**src/rtl/sync_fifo_pkg.sv**
```systemverilog
// Shared defaults and depth helper for the synchronous FIFO.
package sync_fifo_pkg;
    localparam int DEF_WIDTH   = 8;
    localparam int DEF_POINTER = 4;

    function automatic int fifo_depth(input int pointer);
        return 1 << pointer;
    endfunction
endpackage

```
**src/rtl/sync_fifo_mem.sv**
```systemverilog
// Simple dual-port RAM: synchronous write, read port registered by default or
// asynchronous when SYNC_FIFO_FWFT_EN is defined.
module sync_fifo_mem
    import sync_fifo_pkg::*;
#(
    parameter int WIDTH   = DEF_WIDTH,
    parameter int POINTER = DEF_POINTER
) (
    input  logic               clk,
    input  logic               reset,
    input  logic               we_i,
    input  logic [POINTER-1:0] waddr_i,
    input  logic [WIDTH-1:0]   wdata_i,
    input  logic               re_i,
    input  logic [POINTER-1:0] raddr_i,
    output logic [WIDTH-1:0]   rdata_o
);
    localparam int DEPTH = fifo_depth(POINTER);

    logic [WIDTH-1:0] mem_q [DEPTH];

    // Storage is deliberately not reset; the pointers decide what is valid.
    always_ff @(posedge clk) begin
        if (we_i) mem_q[waddr_i] <= wdata_i;
    end

`ifdef SYNC_FIFO_FWFT_EN
    logic unused_rd_ctrl;
    assign unused_rd_ctrl = reset ^ re_i;
    assign rdata_o        = mem_q[raddr_i];
`else
    logic [WIDTH-1:0] rdata_q;

    always_ff @(posedge clk) begin
        if (reset)     rdata_q <= '0;
        else if (re_i) rdata_q <= mem_q[raddr_i];
    end

    assign rdata_o = rdata_q;
`endif
endmodule

```
**src/rtl/sync_fifo.sv**
```systemverilog
// Synchronous FIFO with occupancy count, threshold flags and sticky error flags.
// Define SYNC_FIFO_FWFT_EN for first-word-fall-through output.
module sync_fifo
    import sync_fifo_pkg::*;
#(
    parameter int WIDTH    = DEF_WIDTH,
    parameter int POINTER  = DEF_POINTER,
    parameter int AF_LEVEL = fifo_depth(POINTER) - 2,
    parameter int AE_LEVEL = 2
) (
    input  logic               clk,
    input  logic               reset,
    input  logic               wr_en,
    input  logic [WIDTH-1:0]   data_in,
    input  logic               rd_en,
    output logic [WIDTH-1:0]   data_out,
    output logic               data_valid,
    output logic               full,
    output logic               empty,
    output logic               almost_full,
    output logic               almost_empty,
    output logic [POINTER:0]   count,
    output logic               overflow,
    output logic               underflow
);
    localparam logic [POINTER:0] AF_L = (POINTER+1)'(AF_LEVEL);
    localparam logic [POINTER:0] AE_L = (POINTER+1)'(AE_LEVEL);

    logic [POINTER:0] wr_ptr_q, wr_ptr_d;
    logic [POINTER:0] rd_ptr_q, rd_ptr_d;
    logic [POINTER:0] count_q, count_d;
    logic             ovf_q, ovf_d;
    logic             udf_q, udf_d;
    logic             wr_acc, rd_acc;
    logic [WIDTH-1:0] rdata;

    // Same address bits with differing MSB means the writer lapped the reader.
    assign empty = (wr_ptr_q == rd_ptr_q);
    assign full  = (wr_ptr_q[POINTER-1:0] == rd_ptr_q[POINTER-1:0]) &&
                   (wr_ptr_q[POINTER] != rd_ptr_q[POINTER]);

    assign wr_acc = wr_en && !full;
    assign rd_acc = rd_en && !empty;

    always_comb begin
        wr_ptr_d = wr_ptr_q;
        rd_ptr_d = rd_ptr_q;
        count_d  = count_q;
        ovf_d    = ovf_q;
        udf_d    = udf_q;
        if (wr_acc) wr_ptr_d = wr_ptr_q + 1'b1;
        if (rd_acc) rd_ptr_d = rd_ptr_q + 1'b1;
        if (wr_acc && !rd_acc) count_d = count_q + 1'b1;
        if (rd_acc && !wr_acc) count_d = count_q - 1'b1;
        if (wr_en && full)  ovf_d = 1'b1;
        if (rd_en && empty) udf_d = 1'b1;
    end

    always_ff @(posedge clk) begin
        if (reset) begin
            wr_ptr_q <= '0;
            rd_ptr_q <= '0;
            count_q  <= '0;
            ovf_q    <= 1'b0;
            udf_q    <= 1'b0;
        end else begin
            wr_ptr_q <= wr_ptr_d;
            rd_ptr_q <= rd_ptr_d;
            count_q  <= count_d;
            ovf_q    <= ovf_d;
            udf_q    <= udf_d;
        end
    end

    assign count        = count_q;
    assign almost_full  = (count_q >= AF_L);
    assign almost_empty = (count_q <= AE_L);
    assign overflow     = ovf_q;
    assign underflow    = udf_q;

    sync_fifo_mem #(.WIDTH(WIDTH), .POINTER(POINTER)) u_mem (
        .clk     (clk),
        .reset   (reset),
        .we_i    (wr_acc),
        .waddr_i (wr_ptr_q[POINTER-1:0]),
        .wdata_i (data_in),
        .re_i    (rd_acc),
        .raddr_i (rd_ptr_q[POINTER-1:0]),
        .rdata_o (rdata)
    );

`ifdef SYNC_FIFO_FWFT_EN
    // Head word is forced to zero while nothing is stored so reset reads as 0.
    assign data_out   = empty ? '0 : rdata;
    assign data_valid = !empty;
`else
    logic dv_q;

    always_ff @(posedge clk) begin
        if (reset) dv_q <= 1'b0;
        else       dv_q <= rd_acc;
    end

    assign data_out   = rdata;
    assign data_valid = dv_q;
`endif
endmodule

```
**config.mk**
```make
export PLATFORM = sky130hd
export DESIGN_NAME = sync_fifo
export DESIGN_NICKNAME = d
export VERILOG_FILES = /design/src/rtl/sync_fifo_pkg.sv /design/src/rtl/sync_fifo_mem.sv /design/src/rtl/sync_fifo.sv
export SDC_FILE = /design/constraint.sdc
export NUM_CORES = 1
export LEC_CHECK = 0
export CORE_ASPECT_RATIO = 0.75
export CORE_MARGIN = 8
export CORE_UTILIZATION = 38
export CTS_CLUSTER_SIZE = 16
export DETAILED_ROUTE_END_ITERATION = 10
export DONT_BUFFER_PORTS = 1
export GPL_ROUTABILITY_DRIVEN = 0
export GPL_TIMING_DRIVEN = 0
export HOLD_SLACK_MARGIN = 0.1
export MAX_ROUTING_LAYER = met4
export PLACE_DENSITY_LB_ADDON = 0.2
export SYNTH_ARGS = -nofsm -noshare
export SYNTH_HDL_FRONTEND = slang
export SYNTH_SLANG_ARGS = --single-unit
```
**constraint.sdc**
```tcl
create_clock -name clk -period 8.99 [get_ports clk]
set_input_delay 0.4495 -clock clk [delete_from_list [all_inputs] [get_ports clk]]
set_output_delay 0.4495 -clock clk [all_outputs]
set_load 0.02 [all_outputs]
```
After elaboration in Yosys (flattened, before gate mapping)

Memory sizes are Yosys's and may differ from the RTL's. A register that Yosys moved wholly into a read port is not among the register bits.
Index checks and enable logic that the tools add are counted.

Flip-flop bits (word level): 18
Bits in writable memories: 128
Bits of input ports: 12
Output and inout port bits: 20
Logic and storage cells: 32
Memories kept: 1

Memories:

| memory      | words | width | read ports | clocked after memory_dff | wr ports | line                | RTL |
|---|---|---|---|---|---|---|---|
| u_mem.mem_q | 16    | 8     | 1          | 1                        | 1        | sync_fifo_mem.sv:20 | `logic [WIDTH-1:0] mem_q [DEPTH];` |

$add $sub $neg: 4
Magnitude comparators: 2
Equality and inequality tests: 3
Mux-type cells: 4
Reductions and logical operators: 12

Operator list:

| kind                                                                   | count |
|---|---|
| 5-bit by 1-bit adder with 5-bit output (second input constant)         | 3 |
| 5-bit two-way mux                                                      | 2 |
| 1-bit logical AND                                                      | 7 |
| 5-bit equality test                                                    | 1 |
| 5-bit by 4-bit >= comparator with 1-bit output (second input constant) | 1 |
| 5-bit by 2-bit <= comparator with 1-bit output (second input constant) | 1 |
| 5-bit by 1-bit subtractor with 5-bit output (second input constant)    | 1 |
| 4-bit equality test                                                    | 1 |
| 1-bit logical NOT                                                      | 4 |
| 1-bit two-way mux                                                      | 2 |
| 2-bit nonzero test                                                     | 1 |
| 1-bit != test                                                          | 1 |

Depth between registers and ports, before layout

Gate-level depths: netlist (run 1).

Depth in word-level cells: 7
Gate-level depth with buffers: 13
Gate-level depth less buffers: 11

Modules after synthesis

From an unflattened synthesis (run 1), not the netlist that was laid out.

Cell total of the unflattened synthesis: 420
Area, all modules: 6317.3 µm²

Modules (own cells, without submodules):

| module        | times used | cells each | area an instance (µm²) | sequential area each (µm²) |
|---|---|---|---|---|
| sync_fifo_mem | 1          | 316        | 5343.9                 | 4003.8 |
| sync_fifo     | 1          | 104        | 973.4                  | 360.3 |

Worst setup path after synthesis (run 1)

No wires, ideal clock.

Kind: flip-flop to flip-flop
From: register rd_ptr_q[3]
To: register count_q[4], in the netlist count[4]
Data arrival time: 2801 ps
Slack: 6119 ps
Stages on the path, launching flop included: 14
Path buffers: 2
Clock period less this slack: 2871 ps
Cell sequence: dfxtp_1 -> buf_2 -> xnor2_1 -> and4_1 -> a21boi_2 -> clkbuf_1 -> inv_1 -> ha_1 -> fa_1 -> a21o_1 -> a21oi_1 -> xor2_1 -> or3_1 -> a21oi_1

Word-level cells in the longest chain between the ends: 7

RTL lines:

| what                                                           | line            | RTL |
|---|---|---|
| start: declaration                                             | sync_fifo.sv:30 | `logic [POINTER:0] rd_ptr_q, rd_ptr_d;` |
| start signal: assignment                                       | sync_fifo.sv:68 | `rd_ptr_q <= rd_ptr_d;` |
| 4-bit equality test                                            | sync_fifo.sv:39 | `assign full = (wr_ptr_q[POINTER-1:0] == rd_ptr_q[POINTER-1:0]) &&` |
| 1-bit logical AND                                              | sync_fifo.sv:39 |  |
| 1-bit logical NOT                                              | sync_fifo.sv:42 | `assign wr_acc = wr_en && !full;` |
| 1-bit logical AND                                              | sync_fifo.sv:42 |  |
| 1-bit logical NOT                                              | sync_fifo.sv:54 | `if (rd_acc && !wr_acc) count_d = count_q - 1'b1;` |
| 1-bit logical AND                                              | sync_fifo.sv:54 |  |
| 5-bit two-way mux / 2-bit nonzero test (equally long branches) | -               |  |
| end signal: assignment                                         | sync_fifo.sv:69 | `count_q <= count_d;` |
| end: declaration                                               | sync_fifo.sv:31 | `logic [POINTER:0] count_q, count_d;` |

Parallel ways exist; a longest one is shown, timed or not.
A chain may end at the register's enable or synchronous reset.

Worst setup path in the final report (run 1)

From: register rd_ptr_q[3]
To: register count_q[4], in the netlist count[4]

RTL lines:

| what                                | line            | RTL |
|---|---|---|
| 5-bit equality test (*)             | sync_fifo.sv:38 | `assign empty = (wr_ptr_q == rd_ptr_q);` |
| 1-bit logical NOT (*)               | sync_fifo.sv:43 | `assign rd_acc = rd_en && !empty;` |
| 1-bit logical AND (*)               | sync_fifo.sv:43 |  |
| via rd_acc                          | sync_fifo.sv:34 | `logic wr_acc, rd_acc;` |
| 1-bit logical NOT                   | sync_fifo.sv:53 | `if (wr_acc && !rd_acc) count_d = count_q + 1'b1;` |
| 1-bit logical AND                   | sync_fifo.sv:53 |  |
| 2-bit nonzero test (no source line) | -               |  |

Mark *: on every way through the listed nets, which the timed path passes. The rest lies on a longest branch.

==> flow_metrics.tcl, run 1 <==
set metrics [dict create \
    finalCritPeriodShare_pct 38.34 \
    cts_max_path_buffers 2 \
    grt_overflow_total 0 \
    powerDensity_mw_per_mm2 247.3 \
    r2r_slack_ps 5540 \
    sequentialPowerShare_pct 47.3 \
    stdcell_area_mm2 0.007202 \
    crit_cells 13 \
    first_global_vias 3388 \
    synth_top_area_cell "edfxtp_1" \
    via_count 3367 \
    design.die.area_mm2 0.02102 \
    final_layout_size_suffix_gt1_share_pct 22.38 \
    dp_cells 587 \
    utilization_pct 44.69 \
    via_per_inst 5.422 \
    arrival_ps 3800 \
    p_sw_share_pct 25.62 \
    fp.coreArea_mm2 0.01612 \
    p_total_mw 1.781 \
    startpoint_type "flop" \
    crit_chain "buf_2 > xnor2_1 > nand4_1 > o21ai_0 > inv_1 > clkbuf_1 > ha_1 > fa_1 > a21o_1 > a21oi_1 > xor2_1 > or3_1 > a21oi_1" \
    cts_resized 0 \
    n_antenna_cell 0 \
    slew_viol_final 0 \
    power_frac_clock_pct 41.4 \
    worstSetupEndpointType "flop" \
    num_io_pins 32 \
    hold_depth 0 \
    dp_hpwl_um 9448 \
    grt_pass1_wl_um 21310 \
    wl_per_cell_um 23.00 \
    rows 40 \
    finalCriticalPeriod_ps 3447 \
    ys_warn_count 0 \
    fin_nets 420 \
    placed_area_mm2 0.006571 \
    fin_skew_ps 8.320 \
    final_cell_mix "128 x edfxtp_1, 28 x nor2_1, 26 x dfxtp_1, 22 x mux4_2" \
    track_usage_pct 14.63 \
    p_switching_mw 0.4563 \
    final_common_cell "edfxtp_1" \
    r2r-end "count[4]" \
    status "finished, final reports clean" \
    cts_root_buf "clkbuf_16" \
    port_buffers 0 \
    slew_headroom_pct 17.97 \
    hp-class "in2reg" \
    ys_async_sr_fraction_pct 0 \
    synth-seq-cells 154 \
    setup_viol 0 \
    crit_start "rd_ptr_q[3]" \
    antenna_found_initial 0 \
    crit_end "count[4]" \
    synth_flop_cell "edfxtp_1" \
    first_pass_iters 5 \
    cts_num_sinks 154 \
    die_w_um 164.8 \
    clk_latency_ps 420 \
    antenna_left 0 \
    ys_types 38 \
    fin_cells 621 \
    cp_max_fo 10 \
    wl_um 14290 \
    grt_max_degree 17 \
    synth_edf_count 128 \
    hold_ws_ps 121.8 \
    syn_nets 399 \
    tightest_slew_ps 1230 \
    ys_seq_area_share_pct 69.19 \
    clkTransAtPathRegs_ps 70 \
    die_h_um 127.6 \
    numCtsBuffers 17 \
    cap_violations 0 \
    synth_top_area_share_pct 60.94 \
    avgSynthCellArea_um2 16.73 \
    fin_setup_tns_ps 0 \
    synth_cells 377 \
    dpl_worst_slack_ps 5621 \
    cpPeakStageDelay_ps 430 \
    cts_tree "done" \
    drc 0 \
    internal_power_mw 1.325 \
    reg2reg_depth 13 \
    crit_required_ps 9340 \
    drtIter0Drc 245 \
    pwr-share-comb_pct 11.3 \
    synthTopCellsByArea "edfxtp_1 61%, dfxtp_1 8.3%, mux4_2 7.9%" \
    rsz0062_at_grt "no" \
    initial_core_util_pct 39.14 \
    cpLargestDelayFamily "adder cells" \
    crit_top_cell "a21oi_1" \
    path_class "reg2reg" \
    ir_worst_vdd_v 0.0001284 \
    r2r_start "rd_ptr_q[3]" \
    critPathBufInv 3 \
    area_growth_pct 14.18 \
    finalHoldViolations 0 \
    synth_area_mm2 0.006307 \
    critical_path.slowest_cell "fa_1" \
    fin_ws_ps 5543 \
    h-tree-depth 4 \
    clock.fmax_ghz 0.2901 \
    p_leak_nw 2.381 \
]
## cell families (layout without fill, tap and decap cells)
family                   count (synthesis)  count (layout)  share of synthesized area, %
flip-flops                             154             154                         69.19
multiplexers                            44              44                         12.20
AO/OA/AOI/OAI                           43              43                         5.217
AND/OR/NAND/NOR                         82              82                         6.626
adder cells (fa/ha/maj)                 10              10                         2.103
XOR/XNOR                                17              17                         2.361
buffers and inverters                   27              61                         2.301
## what timing repair did
action                    in CTS  in global routing
setup buffers                  0                  0
hold endpoints to repair       0                  5
hold buffers                   0                  2
## worst reg2reg max path, stage by stage, from the launching register on
cell and delay [ps]:
dfxtp_1 300, buf_2 240, xnor2_1 170, nand4_1 230, o21ai_0 270, inv_1 100, clkbuf_1 300, ha_1 410
fa_1 430, a21o_1 180, a21oi_1 180, xor2_1 120, or3_1 310, a21oi_1 150
## per-layer routing
layer | wire (µm) | vias to the layer above | global-route usage (%)
met1 | 7049 | 1755 | 20.20
met2 | 6218 | 88 | 20.20
met4 | 137 | 0 | 4.493
li1 | - | 1510 | -
met5 | 0 | - | -
met3 | 880 | 14 | 4.589
## synthesized netlist by cell type (all sizes together), types with 2 or more instances
| master | instances |
|---|---|
| mux4 | 24 |
| buf | 13 |
| ha | 9 |
| xor2 | 5 |
| a21o | 2 |
| dfxtp | 26 |
| inv | 4 |
| nor2 | 28 |
| mux2i | 3 |
| nor3 | 17 |
| a211oi | 16 |
| mux2 | 17 |
| xnor2 | 12 |
| a21oi | 10 |
| o211ai | 2 |
| clkbuf | 10 |
| edfxtp | 128 |
| o21ai | 2 |
| and4 | 2 |
| nand4 | 3 |
| and3 | 12 |
| nor2b | 13 |
| o22ai | 8 |
| nand2 | 3 |
## worst min-delay path by stage
stage,start,to,slack (ps)
final,data_in[1],u_mem.mem_q[15][1],120
after global routing,data_in[4],u_mem.mem_q[3][4],100
after CTS,data_in[3],u_mem.mem_q[9][3],110
after detailed placement,data_in[0],u_mem.mem_q[0][0],550
after global placement,data_in[0],u_mem.mem_q[12][0],550
after floorplan,wr_ptr_q[4],wr_ptr_q[4],540
## power groups by stage
stage	registers [mW]	logic [mW]	clock network, mW
final	0.843	0.201	0.737
after global routing	0.847	0.219	0.774
after CTS	0.843	0.200	0.747
after detailed placement	0.859	0.199	0
after global placement	0.857	0.195	0
after floorplan	0.849	0.148	0
## registers in the layout, summed over array words and instances (netlist names)
signal and flops:
count 5, data_valid 1, overflow 1, rd_ptr_q 5
u_mem.mem_q 128, u_mem.rdata_o 8, underflow 1, wr_ptr_q 5
## area by class of cell
type | count | area, µm²
Fill cell | 1403 | 8914
Sequential cell | 154 | 4364
Multi-Input combinational cell | 196 | 1799
Clock buffer | 19 | 442.9
Tap cell | 210 | 262.8
Clock inverter | 13 | 167.7
Buffer | 23 | 130.1
Timing Repair Buffer | 2 | 20.02
Inverter | 4 | 15.01
(Power assumes the default switching activity.)
==> run 2: changes to the inputs <==
- clock period: 8.99 -> 3 ns (I/O delays scaled with it)
==> flow_metrics.tcl, run 2 (synthesis gave the netlist of run 1 again) <==
set metrics [dict create \
    p_total_mw 5.397 \
    finalCritPeriodShare_pct 95.87 \
    antenna_found_initial 1 \
    slew_headroom_pct 19.63 \
    p_leak_nw 2.425 \
    largest-register "u_mem.mem_q" \
    port_buffers 0 \
    design.die.area_mm2 0.02102 \
    cp_max_fo 11 \
    status "finished, final reports clean" \
    setup_viol 0 \
    die_h_um 127.6 \
    numCtsBuffers 17 \
    clk_latency_ps 420 \
    utilization_pct 45.54 \
    grt_max_degree 17 \
    antenna_left 0 \
    via_count 3385 \
    fin_cells 630 \
    fin_skew_ps 10.21 \
    reg2reg_depth 12 \
    die_w_um 164.8 \
    ir_worst_vdd_v 0.0003835 \
    crit_required_ps 3350 \
    final_common_cell "edfxtp_1" \
    largest_reg_flops 128 \
    cts_num_sinks 154 \
    arrival_ps 3230 \
    final_layout_size_suffix_gt1_share_pct 23.63 \
    nFillCells 1389 \
    dp_hpwl_um 9448 \
    drtIter0Drc 323 \
    hp-class "in2reg" \
    fin_nets 428 \
    cts_tree "done" \
    crit_top_cell "a21oi_1" \
    tightest_slew_ps 1205 \
    num_io_pins 32 \
    finalHoldViolations 0 \
    h-tree-depth 4 \
    startpoint_type "flop" \
    final_cell_mix "128 x edfxtp_1, 28 x nor2_1, 26 x dfxtp_1, 22 x mux4_2" \
    path_class "reg2reg" \
    finalCriticalPeriod_ps 2876 \
    powerDensity_mw_per_mm2 735.4 \
    crit_chain "clkbuf_4 > xnor2_2 > nand4_1 > o21ai_2 > inv_4 > ha_4 > fa_1 > a21o_1 > a21oi_1 > xor2_1 > or3_1 > a21oi_1" \
    first_global_vias 3411 \
    cap_violations 0 \
    fp.coreArea_mm2 0.01612 \
    dpl_worst_slack_ps -368.8 \
    grt_overflow_total 0 \
    via_per_inst 5.373 \
    slew_viol_final 0 \
    wl_per_cell_um 22.88 \
    rows 40 \
    cts_root_buf "clkbuf_16" \
    clkTransAtPathRegs_ps 60 \
    hold_depth 3 \
    area_growth_pct 16.35 \
    cts_max_path_buffers 2 \
    initial_core_util_pct 39.14 \
    first_pass_iters 5 \
    critical_path.slowest_cell "fa_1" \
    dp_cells 587 \
    grt_pass1_wl_um 21530 \
    fin_setup_tns_ps 0 \
    cpPeakStageDelay_ps 400 \
    worstSetupEndpointType "flop" \
    drc 0 \
    clock.fmax_ghz 0.3477 \
    fin_ws_ps 124.0 \
    track_usage_pct 14.80 \
    wl_um 14410 \
]
[run 2: cell types whose count changed in the layout (fill, tap and decap cells not counted), moves of 2 or more]
cell,before,now
clkbuf_4,0,2
buf_4,0,2
dlygate4sd3_1,2,10
buf_2,9,7
clkbuf_1,10,8
xnor2_2,0,2
xnor2_1,12,10
[run 2: layer usage]
metal | vias to the layer above | track usage [%] | routed length, µm
met5 | - | - | 0
met4 | 0 | 4.493 | 133
met3 | 13 | 4.429 | 946
met2 | 92 | 19.94 | 6138
met1 | 1743 | 21.00 | 7196
li1 | 1537 | - | -
[run 2: path summary, 6_finish.rpt]
path	end	start	slack, ps
max	count[4]	rd_ptr_q[2]	120
min	wr_ptr_q[2]	wr_en	120
max reg2reg	count[4]	rd_ptr_q[2]	120
min reg2reg	rd_ptr_q[4]	rd_ptr_q[4]	580
[run 2: worst max-delay path: cells and delay by family, from the launching register on]
kind                       cells  cell delay [ps]
xor gates and xnor gates       2              290
DFF                            1              290
buffers and inverters          2              310
and+or+nand+nor                2              530
AOI/OAI and AO/OA              4              760
adders and majority gates      2              610
[run 2: stage by stage]
stage / area [µm²] / hold WS [ps]
2_1_floorplan: 6307 / 248.9
3_3_place_gp: 6570 / 250.4
3_5_place_dp: 6571 / 250.7
4_1_cts: 7296 / 107.1
5_1_grt: 7338 / 145.5
6_report: 7338 / 116.4
[run 2: layout make-up]
class                           count  area [µm²]  share of cell area [%]
Sequential cell                   154        4364                   59.47
Inverter                            4       17.52                  0.2387
Antenna cell                        1       2.502                 0.03410
Clock buffer                       19       442.9                   6.036
Clock inverter                     13       167.7                   2.285
Tap cell                          210       262.8                   3.581
Timing Repair Buffer               12       115.1                   1.569
Multi-Input combinational cell    196        1838                   25.05
Buffer                             21       127.6                   1.739
[run 2: what timing repair did]
item | CTS | global route
endpoints found under the hold margin | 142 | 0
cloned | 0 | 0
resized for setup | 5 | 6
endpoints found under the setup margin | 2 | 1
setup buffers | 1 | 1
hold buffers | 10 | 0
pin swaps | 1 | 2
[run 2: power breakdown]
group | switching [mW] | leakage [nW] | total, mW | internal, mW
combinational | 0.403 | 0.761 | 0.661 | 0.258
clock | 0.871 | 0.296 | 2.21 | 1.34
sequential | 0.132 | 1.37 | 2.53 | 2.39
total | 1.41 | 2.43 | 5.40 | 3.99
==> run 3: changes to the inputs <==
- CELL_PAD_IN_SITES_DETAIL_PLACEMENT: not set -> 0
- CELL_PAD_IN_SITES_GLOBAL_PLACEMENT: not set -> 1
- CTS_BUF_LIST: not set -> sky130_fd_sc_hd__clkbuf_4 sky130_fd_sc_hd__clkbuf_8
==> flow_metrics.tcl, run 3 (synthesis gave the netlist of run 1 again) <==
set metrics [dict create \
    status "finished, final reports clean" \
    clk_latency_ps 440 \
    pwr-share-comb_pct 14.1 \
    internal_power_mw 3.415 \
    r2r_start "rd_ptr_q[3]" \
    antenna_found_initial 1 \
    worstSetupEndpointType "flop" \
    die_w_um 164.8 \
    r2r_slack_ps 200 \
    rsz0062_at_grt "no" \
    die_h_um 127.6 \
    hold_depth 2 \
    powerDensity_mw_per_mm2 660.9 \
    slew_headroom_pct 17.14 \
    final_layout_size_suffix_gt1_share_pct 24.52 \
    via_count 3300 \
    port_buffers 0 \
    arrival_ps 3170 \
    fin_nets 429 \
    cts_max_path_buffers 2 \
    h-tree-depth 4 \
    final_cell_mix "128 x edfxtp_1, 28 x nor2_1, 26 x dfxtp_1, 22 x mux4_2" \
    first_pass_iters 5 \
    r2r-end "count[4]" \
    reg2reg_depth 12 \
    cts_tree "done" \
    antenna_left 0 \
    via_per_inst 5.230 \
    dp_hpwl_um 9475 \
    nFillCells 1438 \
    startpoint_type "flop" \
    wl_per_cell_um 22.54 \
    fin_cells 631 \
    track_usage_pct 14.57 \
    wl_um 14230 \
    p_switching_mw 1.293 \
    finalCritPeriodShare_pct 93.20 \
    ir_worst_vdd_v 0.0003899 \
    cp_max_fo 11 \
    finalCriticalPeriod_ps 2796 \
    grt_overflow_total 0 \
    drc 0 \
    grt_pass1_wl_um 21240 \
    largest-register "u_mem.mem_q" \
    cts_num_sinks 154 \
    clkTransAtPathRegs_ps 90 \
    grt_max_degree 17 \
    p_leak_nw 2.342 \
    min_to "u_mem.rdata_o[5]" \
    cts_root_buf "clkbuf_8" \
    rows 40 \
    setup_viol 0 \
    largest_reg_flops 128 \
    crit_required_ps 3380 \
    utilization_pct 44.21 \
    hp-class "in2reg" \
    fp.coreArea_mm2 0.01612 \
    power_frac_clock_pct 32.4 \
    fin_skew_ps 14.10 \
    drtIter0Drc 356 \
    initial_core_util_pct 39.14 \
    area_growth_pct 12.95 \
    path_class "reg2reg" \
    finalHoldViolations 0 \
    design.die.area_mm2 0.02102 \
    clock.fmax_ghz 0.3577 \
    dp_cells 587 \
    slew_viol_final 0 \
    num_io_pins 32 \
    hold_start "reset" \
    sequentialPowerShare_pct 53.6 \
    p_sw_share_pct 27.47 \
    cap_violations 0 \
    first_global_vias 3285 \
    tightest_slew_ps 1233 \
    numCtsBuffers 17 \
    final_common_cell "edfxtp_1" \
]
==> run 3: stage by stage <==
step / hold slack [ps] / power [mW] / worst slack [ps] / instance area (µm²) / TNS, ps
2_1_floorplan: 248.9 / 2.990 / 128.6 / 6307 / 0
3_3_place_gp: 250.5 / 3.166 / -400.6 / 6570 / -419.3
3_5_place_dp: 250.5 / 3.173 / -412.2 / 6571 / -431.7
4_1_cts: 108.1 / 4.747 / 54.60 / 7067 / 0
5_1_grt: 182.8 / 4.902 / 19.25 / 7124 / 0
6_report: 203.3 / 4.708 / 204.0 / 7124 / 0
==> run 3: area by class of cell <==
cell class | instances | area (µm²) | area share [%]
sequential | 154 | 4364 | 61.26
multi-input combinational | 196 | 1849 | 25.96
tap | 210 | 262.8 | 3.688
clock buffer | 20 | 256.5 | 3.600
timing repair buffer | 13 | 125.1 | 1.756
buffer | 21 | 125.1 | 1.756
clock inverter | 12 | 121.4 | 1.704
inverter | 4 | 17.52 | 0.2459
antenna | 1 | 2.502 | 0.03512
==> run 3: timing repair <==
action                                 4_1_cts  5_1_grt
pin swaps                                    2        2
gates resized for setup                      4        8
setup endpoints to repair                    2        1
hold buffers                                10        1
endpoints found under the hold margin      134       10
buffers inserted                             2        0
==> run 3: per-layer routing <==
| layer | vias up | GRT usage (%) | part of all wire (%) |
|---|---|---|---|
| met5 | - | - | 0 |
| met4 | 0 | 3.171 | 0.48 |
| met3 | 5 | 4.525 | 5.3 |
| met2 | 70 | 19.67 | 44 |
| met1 | 1696 | 21.04 | 51 |
| li1 | 1529 | - | - |
==> run 3: worst max-delay path by stage <==
stage / startpoint / end
global placement: rd_ptr_q[3] / count[4]
detailed placement: rd_ptr_q[3] / count[4]
finish: rd_ptr_q[3] / count[4]
CTS: rd_ptr_q[3] / count[4]
global route: rd_ptr_q[3] / count[4]
floorplan: rd_ptr_q[3] / count[4]
==> run 3: worst max-delay path, cell delays in order, from the launching register on <==
cell and delay, ps:
dfxtp_1 300, clkbuf_4 190, xnor2_2 190, nand4_1 190
o21ai_2 240, inv_4 120, ha_4 200, fa_1 400
a21o_1 190, a21oi_2 170, xor2_1 90, or3_1 310
a21oi_1 140
==> run 3: power by group through the flow <==
stage          Sequential (mW)  Clock (mW)  Combinational, mW
6_report                  2.52        1.53              0.662
5_1_grt                   2.54        1.65              0.721
2_1_floorplan             2.55           0              0.444
3_3_place_gp              2.57           0              0.595
4_1_cts                   2.52        1.57              0.655
3_5_place_dp              2.57           0              0.599
